**src/rtl/branch_resolver_pkg.sv**
```systemverilog
// rtl/branch_resolver_pkg.sv - shared ALU opcodes, flag layout and branch funct3 encodings
package branch_resolver_pkg;

  typedef enum logic [2:0] {
    AddOp = 3'd0,
    SubOp = 3'd1,
    AndOp = 3'd2,
    OrOp  = 3'd3,
    XorOp = 3'd4
  } ALU_Ops;

  localparam int FlagSize = 4;
  localparam int FlagV    = 3;
  localparam int FlagN    = 2;
  localparam int FlagC    = 1;
  localparam int FlagZ    = 0;

  localparam logic [2:0] F3_BEQ  = 3'b000;
  localparam logic [2:0] F3_BNE  = 3'b001;
  localparam logic [2:0] F3_BLT  = 3'b100;
  localparam logic [2:0] F3_BGE  = 3'b101;
  localparam logic [2:0] F3_BLTU = 3'b110;
  localparam logic [2:0] F3_BGEU = 3'b111;

endpackage

```
**src/rtl/branch_resolver_cond.sv**
```systemverilog
// rtl/branch_resolver_cond.sv - taken/illegal decision from funct3 and subtraction flags
module branch_cond
  import branch_resolver_pkg::*;
(
  input  logic [2:0]          funct3_i,
  input  logic [FlagSize-1:0] flags_i,
  output logic                taken_o,
  output logic                illegal_o
);

  logic signed_lt;

  assign signed_lt = flags_i[FlagN] ^ flags_i[FlagV];

  always_comb begin
    taken_o   = 1'b0;
    illegal_o = 1'b0;
    case (funct3_i)
      F3_BEQ:  taken_o = flags_i[FlagZ];
      F3_BNE:  taken_o = ~flags_i[FlagZ];
      F3_BLT:  taken_o = signed_lt;
      F3_BGE:  taken_o = ~signed_lt;
      // C is the borrow, so it is set exactly when rs1 < rs2 unsigned
      F3_BLTU: taken_o = flags_i[FlagC];
      F3_BGEU: taken_o = ~flags_i[FlagC];
      default: illegal_o = 1'b1;
    endcase
  end

endmodule

```
**src/rtl/branch_resolver.sv**
```systemverilog
// rtl/branch_resolver.sv - conditional branch resolution sequenced over an external ALU
module branch_resolver
  import branch_resolver_pkg::*;
#(
  parameter int DATA_WIDTH = 32
) (
  input  logic                  clk_i,
  input  logic                  reset_i,
  input  logic                  start_i,
  input  logic [2:0]            funct3_i,
  input  logic [DATA_WIDTH-1:0] rs1_i,
  input  logic [DATA_WIDTH-1:0] rs2_i,
  input  logic [DATA_WIDTH-1:0] pc_i,
  input  logic [DATA_WIDTH-1:0] imm_i,
  output logic [DATA_WIDTH-1:0] alu_a_o,
  output logic [DATA_WIDTH-1:0] alu_b_o,
  output ALU_Ops                alu_op_o,
  input  logic [DATA_WIDTH-1:0] alu_y_i,
  input  logic [FlagSize-1:0]   alu_flags_i,
  output logic                  busy_o,
  output logic                  done_o,
  output logic                  taken_o,
  output logic                  illegal_o,
  output logic                  misaligned_o,
  output logic [DATA_WIDTH-1:0] target_o
);

  typedef enum logic [1:0] {
    S_IDLE = 2'd0,
    S_CMP  = 2'd1,
    S_TGT  = 2'd2,
    S_DONE = 2'd3
  } state_t;

  state_t state_q, state_d;

  logic [2:0]            funct3_q, funct3_d;
  logic [DATA_WIDTH-1:0] rs1_q, rs1_d;
  logic [DATA_WIDTH-1:0] rs2_q, rs2_d;
  logic [DATA_WIDTH-1:0] pc_q, pc_d;
  logic [DATA_WIDTH-1:0] imm_q, imm_d;
  logic [DATA_WIDTH-1:0] target_q, target_d;
  logic                  taken_q, taken_d;
  logic                  illegal_q, illegal_d;
  logic                  misaligned_q, misaligned_d;

  logic cond_taken;
  logic cond_illegal;
  logic accept;

  branch_cond u_cond (
    .funct3_i  (funct3_q),
    .flags_i   (alu_flags_i),
    .taken_o   (cond_taken),
    .illegal_o (cond_illegal)
  );

  assign accept = (state_q == S_IDLE) && start_i;

  always_ff @(posedge clk_i or posedge reset_i) begin
    if (reset_i) begin
      state_q <= S_IDLE;
    end else begin
      state_q <= state_d;
    end
  end

  always_comb begin
    state_d = state_q;
    case (state_q)
      S_IDLE:  if (start_i) state_d = S_CMP;
      S_CMP:   state_d = S_TGT;
      S_TGT:   state_d = S_DONE;
      S_DONE:  state_d = S_IDLE;
      default: state_d = S_IDLE;
    endcase
  end

  always_comb begin
    busy_o   = 1'b1;
    done_o   = 1'b0;
    alu_a_o  = '0;
    alu_b_o  = '0;
    alu_op_o = AddOp;
    case (state_q)
      S_IDLE: busy_o = 1'b0;
      S_CMP: begin
        alu_a_o  = rs1_q;
        alu_b_o  = rs2_q;
        alu_op_o = SubOp;
      end
      S_TGT: begin
        alu_a_o = pc_q;
        alu_b_o = taken_q ? imm_q : DATA_WIDTH'(4);
      end
      S_DONE:  done_o = 1'b1;
      default: busy_o = 1'b0;
    endcase
  end

  always_comb begin
    funct3_d     = funct3_q;
    rs1_d        = rs1_q;
    rs2_d        = rs2_q;
    pc_d         = pc_q;
    imm_d        = imm_q;
    taken_d      = taken_q;
    illegal_d    = illegal_q;
    target_d     = target_q;
    misaligned_d = misaligned_q;
    if (accept) begin
      funct3_d = funct3_i;
      rs1_d    = rs1_i;
      rs2_d    = rs2_i;
      pc_d     = pc_i;
      imm_d    = imm_i;
    end
    if (state_q == S_CMP) begin
      taken_d   = cond_taken;
      illegal_d = cond_illegal;
    end
    if (state_q == S_TGT) begin
      target_d     = alu_y_i;
      misaligned_d = taken_q && (|alu_y_i[1:0]);
    end
  end

  always_ff @(posedge clk_i or posedge reset_i) begin
    if (reset_i) begin
      funct3_q     <= '0;
      rs1_q        <= '0;
      rs2_q        <= '0;
      pc_q         <= '0;
      imm_q        <= '0;
      taken_q      <= 1'b0;
      illegal_q    <= 1'b0;
      target_q     <= '0;
      misaligned_q <= 1'b0;
    end else begin
      funct3_q     <= funct3_d;
      rs1_q        <= rs1_d;
      rs2_q        <= rs2_d;
      pc_q         <= pc_d;
      imm_q        <= imm_d;
      taken_q      <= taken_d;
      illegal_q    <= illegal_d;
      target_q     <= target_d;
      misaligned_q <= misaligned_d;
    end
  end

  assign taken_o      = taken_q;
  assign illegal_o    = illegal_q;
  assign misaligned_o = misaligned_q;
  assign target_o     = target_q;

endmodule
```
**config.mk**
```make
export PLATFORM = sky130hd
export DESIGN_NAME = branch_resolver
export DESIGN_NICKNAME = d
export VERILOG_FILES = /design/src/rtl/branch_resolver_pkg.sv /design/src/rtl/branch_resolver_cond.sv /design/src/rtl/branch_resolver.sv
export SDC_FILE = /design/constraint.sdc
export NUM_CORES = 1
export LEC_CHECK = 0
export ABC_AREA = 1
export CORE_MARGIN = 3
export CORE_UTILIZATION = 45
export CTS_CLUSTER_DIAMETER = 30
export DETAILED_ROUTE_END_ITERATION = 8
export GPL_TIMING_DRIVEN = 0
export PLACE_DENSITY = 0.92
export SLEW_MARGIN = 5
export SYNTH_ARGS = -nofsm -noshare
export SYNTH_HDL_FRONTEND = slang
export SYNTH_SLANG_ARGS = --single-unit
```
**constraint.sdc**
```tcl
create_clock -name clk_i -period 6.2 [get_ports clk_i]
set_clock_uncertainty 0.15 [all_clocks]
set_input_delay 0.93 -clock clk_i [delete_from_list [all_inputs] [get_ports clk_i]]
set_output_delay 0.93 -clock clk_i [all_outputs]
set_load 0.02 [all_outputs]
```
==> results.txt <==
Post-Syn Area per Cell = 12.1 sq um
Cell Int Power = 0.00386 W
kind of path behind the tightest hold check = flop to flop
fraction of final layout cells with drive strength greater than 1 = 24.0%
GRT Overall Usage = 24.1%
critical path class = flop to output port
number of max-cap violations = 0
DRT iter0 DRCs = 273
total vias in the final route = 5,897
HPWL Detailed = 16.0 mm
buffers added on ports = 271
area of the die = 18,500 sq um
Die Width = 136 microns
status = completed
maximum fanout encountered on the critical timing path = 10
routing usage on met1 = 29.0%
global-route wire length before repair = 34.2 mm
maximum ir drop on the vdd rail = 0.000268 V
postcts setup bufs = 0
CP endpoint kind = output port
Total Neg Setup Slack = 0 ps
share of the cycle needed by the critical path after routing = 63.2%
Fmax = 255 MHz
Worst Path Arrival = 2840 ps
number of instances resized during post-cts repair = 0
count of final setup violators = 0
count of distinct cell types in the synthesized netlist = 22
clock network fraction of total power = 18.1%
number of pins with negative max-slew slack in the final report = 0
required time of the critical path = 5120 ps
Routed Antenna Nets = 0
number of buffers on the longest clock path = 2
Final Hold Fails = 0
cell area after synthesis = 7590 sq um
antenna fix cells = 0
weighted congestion reported at the end of routability-driven placement = 0.797
warning count from the yosys run = 0
share of total power consumed by net switching = 37.0%
clock latency on the worst-skew pair = 420 ps
number of antenna violations at the first check in global routing = 0
number of instances in the synthesized netlist = 626
final wirelength = 21.7 mm
power per cell area = 545 nW/um^2
drt wl/cell = 18.9 microns
unrepaired setup endpoints after global routing = no
total CTS buffers = 17
clock tree from TritonCTS = yes
switching power = 0.00226 W
drt first pass iters = 4
master cell of the clock root buffer = clkbuf_16
met2 track demand over resource = 41.0%
number of vias per cell after detailed routing = 5.15
met3 Resource Use GR = 7.14%
Num Clock Sinks = 168
category of the worst setup path launch point = flop
share of the yosys chip area belonging to registers = 55.4%
placeable core region = 16,200 sq um
level count of the clock H-tree = 4
leakage power = 4.81 nW
Net count, final = 1,093
flop and latch count out of synthesis = 168
global-route layer with the greatest usage = met2
number of global-route vias before repair = 6,416
initial core utilization = 46.9%
area added between synthesis and finish = 47.9%
number of buffers inserted for hold repair after clock tree synthesis = 0
sequential share of power = 32.1%
DIE HEIGHT = 136 microns
top-level I/O count = 274
Slew @ Worst Pin = 597 ps
remaining global-route overflow = 0
residual DRC count = 0
logic gate share of total power = 49.8%
placement-stage worst setup slack = 2690 ps
count of standard-cell rows = 46
final worst setup slack = 2280 ps
worst rel slew slack = 60.2%
Final Critical Period = 3920 ps
pin count of the biggest net entering global routing = 86
clock input transition at the sequential cells of the worst setup and hold paths = 60 ps
-- registers in the layout (all words and copies together), names as in the netlist --
name,count
misaligned_o,1
funct3_q,3
imm_q,32
state_q,2
rs2_q,32
taken_o,1
target_o,32
rs1_q,32
pc_q,32
illegal_o,1
-- synth_stat cells --
library cell | instances | area share [%]
ha_1 | 5 | 0.82
inv_1 | 16 | 0.79
o21ai_0 | 4 | 0.26
nand2_1 | 112 | 5.5
mux2_2 | 106 | 16
dfrtp_1 | 168 | 55
inv_2 | 1 | 0.049
clkbuf_1 | 11 | 0.54
buf_1 | 1 | 0.049
o22ai_1 | 1 | 0.082
nand2_2 | 1 | 0.082
mux2_4 | 50 | 9.9
mux2_1 | 4 | 0.59
buf_2 | 22 | 1.5
nand3_1 | 35 | 2.3
conb_1 | 1 | 0.049
buf_6 | 7 | 1.0
buf_4 | 3 | 0.30
nor2_1 | 8 | 0.40
a21oi_1 | 68 | 4.5
or2_2 | 1 | 0.082
nand3b_1 | 1 | 0.099
-- final timing paths --
check,from,end,slack [ps],cells past startpoint
max in group asynchronous,reset_i,rs2_q[7]$_DFFE_PP0P_,4210,3
worst min-delay path,imm_q[2]$_DFFE_PP0P_,imm_q[2]$_DFFE_PP0P_,350,1
worst max-delay path,state_q[0]$_DFFE_PP0P_,alu_a_o[3],2280,8
worst min register to register,imm_q[2]$_DFFE_PP0P_,imm_q[2]$_DFFE_PP0P_,350,1
min in group asynchronous,reset_i,target_o[29]$_DFFE_PP0P_,840,2
worst max register to register,state_q[0]$_DFFE_PP0P_,pc_q[16]$_DFFE_PP0P_,4270,6
-- final cells by class --
type | count | area, sq um
Sequential cell | 168 | 4200
Timing Repair Buffer | 272 | 2740
Tap cell | 216 | 270
Multi-Input combinational cell | 398 | 3070
Fill cell | 1134 | 4940
Clock buffer | 21 | 470
Inverter | 17 | 71.3
Clock inverter | 10 | 144
Buffer | 44 | 256
-- cells in the final DEF, fill, tap and decap left out, drive strengths merged --
cell / instances
a21oi: 68
nand3: 35
bufinv: 3
inv: 18
clkdlybuf4s50: 271
nand3b: 1
ha: 5
buf: 34
o22ai: 1
clkinv: 3
conb: 2
clkinvlp: 3
mux2: 160
nor2: 8
nand2: 113
or2: 1
dfrtp: 168
o21ai: 4
clkbuf: 32
-- power by group through the flow --
stage | clock, W | sequential [W] | combinational (W)
3_5_place_dp | 0 | 0.00198 | 0.00306
5_1_grt | 0.00118 | 0.00203 | 0.00329
6_report | 0.00111 | 0.00197 | 0.00304
4_1_cts | 0.00113 | 0.00196 | 0.00308
3_3_place_gp | 0 | 0.00194 | 0.00300
2_1_floorplan | 0 | 0.00204 | 0.00175
-- per-layer routing --
metal | vias to the layer above | wire length (microns) | part of all wire (%)
met1 | 2913 | 8500 | 39
met5 | - | 0 | 0
met2 | 233 | 10800 | 50
met3 | 39 | 1780 | 8.2
li1 | 2712 | - | -
met4 | 0 | 565 | 2.6
-- kinds of logic after synthesis --
family | after synthesis | synth area share (%)
buffers and inverters | 61 | 4.22
AO/OA/AOI/OAI | 73 | 4.83
multiplexers | 160 | 26.2
adder cells (fa/ha/maj) | 5 | 0.824
AND/OR/NAND/NOR | 158 | 8.50
flip-flops | 168 | 55.4
other | 1 | 0.0494
-- metrics by stage --
step	hold WS [ps]	cell area, sq um	total power (W)	utilization [%]	instances
after global routing	363	11200	0.00649	69.4	1146
after CTS	355	11200	0.00617	69.4	1146
after floorplan	314	7600	0.00379	-	627
after global placement	323	10600	0.00494	65.4	1114
after detailed placement	340	10600	0.00504	65.6	1115
final	353	11200	0.00612	69.4	1146
-- worst max-delay path: stages (launching register included) --
cell             delay (ps)
dfrtp_1                 400
inv_1                   140
ha_1                    160
buf_2                   230
buf_4                   230
buf_2                   300
nand2_1                  90
a21oi_1                 210
clkdlybuf4s50_1         660
Note: power is estimated with default switching activity, not from simulation.
